===== src/rtl/adc_frame_serializer.sv =====
// adc_frame_serializer
// Turns parallel multi-lane sample frames into per-lane MSB-first serial streams.
// A frame clock runs high during the first half of every frame.
// One holding register decouples the source from the shifter, so frames can stream back-to-back.
// Every output is derived from registers only, so no input reaches an output combinationally.
//
// state | meaning
// IDLE  | shifter empty; lanes and frame clock driven low
// SHIFT | one bit per lane per cycle; bit_idx counts 0..DATA_WIDTH-1
module adc_frame_serializer #(
  parameter int DATA_WIDTH   = 12,
  parameter int NUM_CHANNELS = 16,
  parameter int CNT_WIDTH    = 16
) (
  input  logic                               clk,
  input  logic                               reset_n,
  input  logic [NUM_CHANNELS*DATA_WIDTH-1:0] s_data,
  input  logic                               s_valid,
  output logic                               s_ready,
  input  logic                               stream_en,
  input  logic                               clear_err,
  output logic [NUM_CHANNELS-1:0]            ser_data_out,
  output logic                               ser_frame_clk,
  output logic                               busy,
  output logic                               underrun,
  output logic [CNT_WIDTH-1:0]               frames_sent
);

  localparam int FW    = NUM_CHANNELS * DATA_WIDTH;
  localparam int IDX_W = (DATA_WIDTH > 1) ? $clog2(DATA_WIDTH) : 1;
  localparam logic [IDX_W-1:0] LAST_IDX = IDX_W'(DATA_WIDTH - 1);
  localparam logic [IDX_W-1:0] HALF_IDX = IDX_W'(DATA_WIDTH / 2);

  typedef enum logic {IDLE = 1'b0, SHIFT = 1'b1} state_t;

  state_t               state_q, state_d;
  logic [FW-1:0]        hold_q, hold_d;
  logic [FW-1:0]        shift_q, shift_d;
  logic                 hold_full_q, hold_full_d;
  logic [IDX_W-1:0]     bit_idx_q, bit_idx_d;
  logic                 underrun_q, underrun_d;
  logic [CNT_WIDTH-1:0] frames_q, frames_d;

  logic handshake;
  logic last_bit;
  logic load;

  // The ready flag is simply the inverse of the holding-register occupancy flop.
  assign s_ready     = ~hold_full_q;
  assign handshake   = s_valid & ~hold_full_q;
  assign last_bit    = (state_q == SHIFT) && (bit_idx_q == LAST_IDX);
  // Load happens from IDLE, or gaplessly at the last bit when the next frame is already waiting.
  assign load        = hold_full_q & ((state_q == IDLE) | last_bit);
  assign underrun    = underrun_q;
  assign frames_sent = frames_q;

  // State register.
  always_ff @(posedge clk or negedge reset_n) begin
    if (!reset_n) begin
      state_q <= IDLE;
    end else begin
      state_q <= state_d;
    end
  end

  // Next-state logic: leave IDLE once a frame is held, return only when the source runs dry.
  always_comb begin
    state_d = state_q;
    case (state_q)
      IDLE:    if (hold_full_q) state_d = SHIFT;
      SHIFT:   if (last_bit && !hold_full_q) state_d = IDLE;
      default: state_d = IDLE;
    endcase
  end

  // Output logic: lanes show the shifter MSBs only while shifting.
  always_comb begin
    busy          = (state_q == SHIFT);
    ser_frame_clk = (state_q == SHIFT) && (bit_idx_q < HALF_IDX);
    ser_data_out  = '0;
    for (int k = 0; k < NUM_CHANNELS; k++) begin
      ser_data_out[k] = (state_q == SHIFT) & shift_q[k*DATA_WIDTH + DATA_WIDTH - 1];
    end
  end

  // Datapath next values: holding register, shifter, bit index, counter and sticky flag.
  always_comb begin
    hold_d      = hold_q;
    hold_full_d = hold_full_q;
    shift_d     = shift_q;
    bit_idx_d   = bit_idx_q;
    frames_d    = frames_q;
    underrun_d  = underrun_q;

    // handshake requires an empty hold and load a full one, so they never coincide.
    if (handshake) begin
      hold_d      = s_data;
      hold_full_d = 1'b1;
    end

    if (load) begin
      shift_d     = hold_q;
      bit_idx_d   = '0;
      hold_full_d = 1'b0;
    end else if ((state_q == SHIFT) && !last_bit) begin
      bit_idx_d = bit_idx_q + IDX_W'(1);
      for (int k = 0; k < NUM_CHANNELS; k++) begin
        shift_d[k*DATA_WIDTH +: DATA_WIDTH] = {shift_q[k*DATA_WIDTH +: DATA_WIDTH-1], 1'b0};
      end
    end

    // A new underrun overrides a simultaneous clear.
    if (clear_err) underrun_d = 1'b0;
    if (last_bit) begin
      frames_d = frames_q + CNT_WIDTH'(1);
      if (!hold_full_q && stream_en) underrun_d = 1'b1;
    end
  end

  // Datapath registers.
  always_ff @(posedge clk or negedge reset_n) begin
    if (!reset_n) begin
      hold_q      <= '0;
      hold_full_q <= 1'b0;
      shift_q     <= '0;
      bit_idx_q   <= '0;
      frames_q    <= '0;
      underrun_q  <= 1'b0;
    end else begin
      hold_q      <= hold_d;
      hold_full_q <= hold_full_d;
      shift_q     <= shift_d;
      bit_idx_q   <= bit_idx_d;
      frames_q    <= frames_d;
      underrun_q  <= underrun_d;
    end
  end

endmodule


===== config.mk =====
export PLATFORM = sky130hd
export DESIGN_NAME = adc_frame_serializer
export DESIGN_NICKNAME = d
export VERILOG_FILES = /design/src/rtl/adc_frame_serializer.sv
export SDC_FILE = /design/constraint.sdc
export NUM_CORES = 1
export LEC_CHECK = 0
export ABC_AREA = 0
export CAP_MARGIN = 15
export CELL_PAD_IN_SITES_DETAIL_PLACEMENT = 1
export CELL_PAD_IN_SITES_GLOBAL_PLACEMENT = 1
export CORE_ASPECT_RATIO = 1.75
export CORE_MARGIN = 1
export CORE_UTILIZATION = 42
export CTS_BUF_LIST = sky130_fd_sc_hd__clkbuf_4
export DETAILED_ROUTE_END_ITERATION = 10
export MAX_ROUTING_LAYER = met4
export PLACE_DENSITY = 0.91
export SLEW_MARGIN = 20
export SYNTH_ARGS = -nofsm -noshare
export SYNTH_HDL_FRONTEND = slang
export SYNTH_SLANG_ARGS = --single-unit
export TNS_END_PERCENT = 30

===== constraint.sdc =====
create_clock -name clk -period 1.7 [get_ports clk]
set_clock_uncertainty 0.1 [all_clocks]
set_input_delay 0.425 -clock clk [delete_from_list [all_inputs] [get_ports clk]]
set_output_delay 0.425 -clock clk [all_outputs]
set_load 0.01 [all_outputs]

==> impl_metrics.json <==
{
  "p_per_area_nw_per_um2": 1790,
  "synthCells": 1331,
  "hold_viol_final": 0,
  "final_common_cell": "dfrtp_1",
  "io_buffer_count": 232,
  "worstPathMaxFanout": 5,
  "holdWs_ps": 83.2,
  "synthFlopType": "dfrtp_1",
  "final_cell_mix": "dfrtp_1 (403), clkdlybuf4s50_1 (195), mux2i_1 (192), clkbuf_4 (132), mux2_1 (127)",
  "outcome": "complete, but fails checks",
  "yosysTopAreaCell": "dfrtp_1",
  "rr_startpoint": "busy",
  "synth_xor_area_frac": 0.00776,
  "ys_seq_elements": 407,
  "muxShareOfSynthArea": 0.242,
  "ys_async_sr_fraction": 1.00,
  "slew_violations": 0,
  "crit_start": "busy",
  "yosysTopAreaCellShare": 0.601,
  "drt_pass1_iterations": 4,
  "grt_pass1_wl_um": 88700,
  "antenna_found_initial": 3,
  "rsz0062_at_grt": "yes",
  "violations": "negative setup slack",
  "slew_headroom": 0.612,
  "crit_path_end_kind": "output port",
  "path_class": "flop to output port",
  "worstSkewPairLatency_ps": 850,
  "dieArea_um2": 41200,
  "synth_enable_flop_cells": 0,
  "tightest_slew_ps": 582,
  "setup_violations": 411,
  "p_leak_nw": 12.0,
  "hold_path_class": "primary input to flop",
  "via_count": 13222,
  "yosys.area_share.simple": 0.0613,
  "postRouteAntennaNets": 0,
  "synthAdderAreaFrac": 0.00148,
  "cp-start-kind": "flop",
  "dp.cells": 2062,
  "ios": 233,
  "cts-htree-levels": 3,
  "ys_warn_count": 0,
  "fin_crit_sh": 1.36,
  "fill_cells": 3682,
  "place.gp.congestion": 0.808,
  "grt_pass1_vias": 15071,
  "cts_tree": "built",
  "nNetsFinal": 1963,
  "worstPathRequired_ps": 1170,
  "grt_overflow_total": 0,
  "area_growth_pct": 49.2,
  "routedWlPerCell_um": 29.7,
  "setup_ws_ps": -606,
  "path_clk_slew_ps": 90,
  "start_util": 0.424,
  "yosysUniqueCellTypes": 34,
  "drive_above_1_share": 0.419,
  "cts_buffers": 97,
  "stdcell_count": 2318,
  "cts.root.buffer_cell": "clkbuf_4",
  "row_count": 97,
  "drv_cap": 0,
  "hpwlAfterDp_um": 33100,
  "grtUsageTotal": 0.297,
  "synth_top_family_by_area": "multiplexers",
  "hold_path_startpoint": "s_data[71]",
  "fin_crit_ps": 2310,
  "grt_max_degree": 74,
  "clock.fmax_mhz": 434,
  "die_width_um": 154,
  "drcViolationCount": 0,
  "syn_area_um2": 16900,
  "critPathArrivalTime_ps": 1780,
  "routed_wl_um": 68800,
  "synth_compound_area_frac": 0.0559,
  "synth_area_leaders": "dfrtp_1 (60%), mux2i_1 (11%), mux2_1 (11%)",
  "clk_path_buf_depth": 3,
  "syn_nets": 1530,
  "drt_iter0_drc": 621,
  "vdd_drop_max_v": 0.000960,
  "clock_sinks": 407,
  "viasPerCell": 5.70,
  "yosysSeqAreaShare": 0.601,
  "avgSynthCellArea_um2": 12.7,
  "core_area_um2": 39900,
  "die_height_um": 268
}
per-stage QoR:
step           TNS, ps   util  instance area [µm²]  power [W]  setup WS [ps]
2_1_floorplan    -2030      -                16900     0.0233          -39.4
3_3_place_gp    -73360  0.514                20500     0.0270           -363
3_5_place_dp    -91380  0.514                20500     0.0284           -425
4_1_cts         -66760  0.589                23500     0.0397           -684
5_1_grt        -115460  0.633                25300     0.0469           -695
6_report        -96050  0.633                25300     0.0452           -606
worst max-delay path: stages (launching register included):
cell and delay, ps:
dfrtp_2 440, buf_12 150, buf_12 150, and2_4 140
buf_6 120
sequential cells by signal (all words and copies together), names as in the netlist:
| signal | count |
|---|---|
| shift_q | 192 |
| underrun | 1 |
| hold_full_q | 1 |
| frames_sent | 16 |
| busy | 1 |
| bit_idx_q | 4 |
| hold_q | 192 |
what timing repair did:
item	CTS	global route
hold buffers	2	0
setup buffers	47	27
endpoints found under the setup margin	251	436
endpoints found under the hold margin	407	0
resized for setup	418	377
gates cloned	24	15
pin swaps	47	122
per-layer routing:
metal / track usage / routed length (µm) / vias up
li1: - / - / 5512
met3: 0.0587 / 3170 / 281
met1: 0.286 / 22900 / 6902
met4: 0.193 / 5380 / 0
met5: - / 0 / -
met2: 0.537 / 37300 / 527
path summary, 6_finish.rpt:
path / cells past startpoint / slack [ps] / to
setup / recovery: 4 / -610 / ser_data_out[8]
hold / removal: 2 / 80 / hold_q[71]
setup reg to reg: 13 / -530 / shift_q[135]
hold reg to reg: 1 / 390 / hold_q[53]
max in group asynchronous: 3 / 750 / shift_q[37]
min in group asynchronous: 3 / 160 / shift_q[43]
kinds of logic (layout without fill, tap and decap cells):
logic type / after synthesis / count (layout)
buf+inv: 92 / 581
other cells: 0 / 3
mux: 385 / 385
fa+ha+maj: 2 / 2
compound gates: 185 / 185
simple gates: 245 / 245
xor+xnor: 15 / 15
flops: 407 / 407
synthesized netlist by cell type (2+ instances only):
master	n
buf_2	27
a32o_1	2
nor2_1	20
mux2_1	163
o21ai_0	12
mux2i_1	193
inv_1	4
nand4_1	4
xor2_1	4
nor2b_1	2
xnor2_1	11
ha_1	2
buf_4	36
nand2_1	189
and3_1	2
clkbuf_1	14
and2_1	16
buf_1	10
nand3_1	5
mux2_2	29
o21ai_1	167
dfrtp_1	407
where the power goes:
part	total [W]	leakage, nW	internal [W]	switching (W)
combinational	0.0197	6.22	0.00991	0.00977
sequential	0.0173	5.14	0.0137	0.00359
clock	0.00823	0.662	0.00371	0.00452
total	0.0452	12.0	0.0273	0.0179
area by class of cell:
class                   count  area (µm²)  area share
diodes                      3        7.51    0.000297
clock buffers             132         991      0.0392
clock inverters            23         130     0.00515
inverters                   4        17.5    0.000693
multi-input cells         832        8080       0.320
flip-flops and latches    407       10200       0.403
well taps                 495         619      0.0245
repair buffers            422        5230       0.207
No activity file was read; power rests on OpenSTA's default activity.
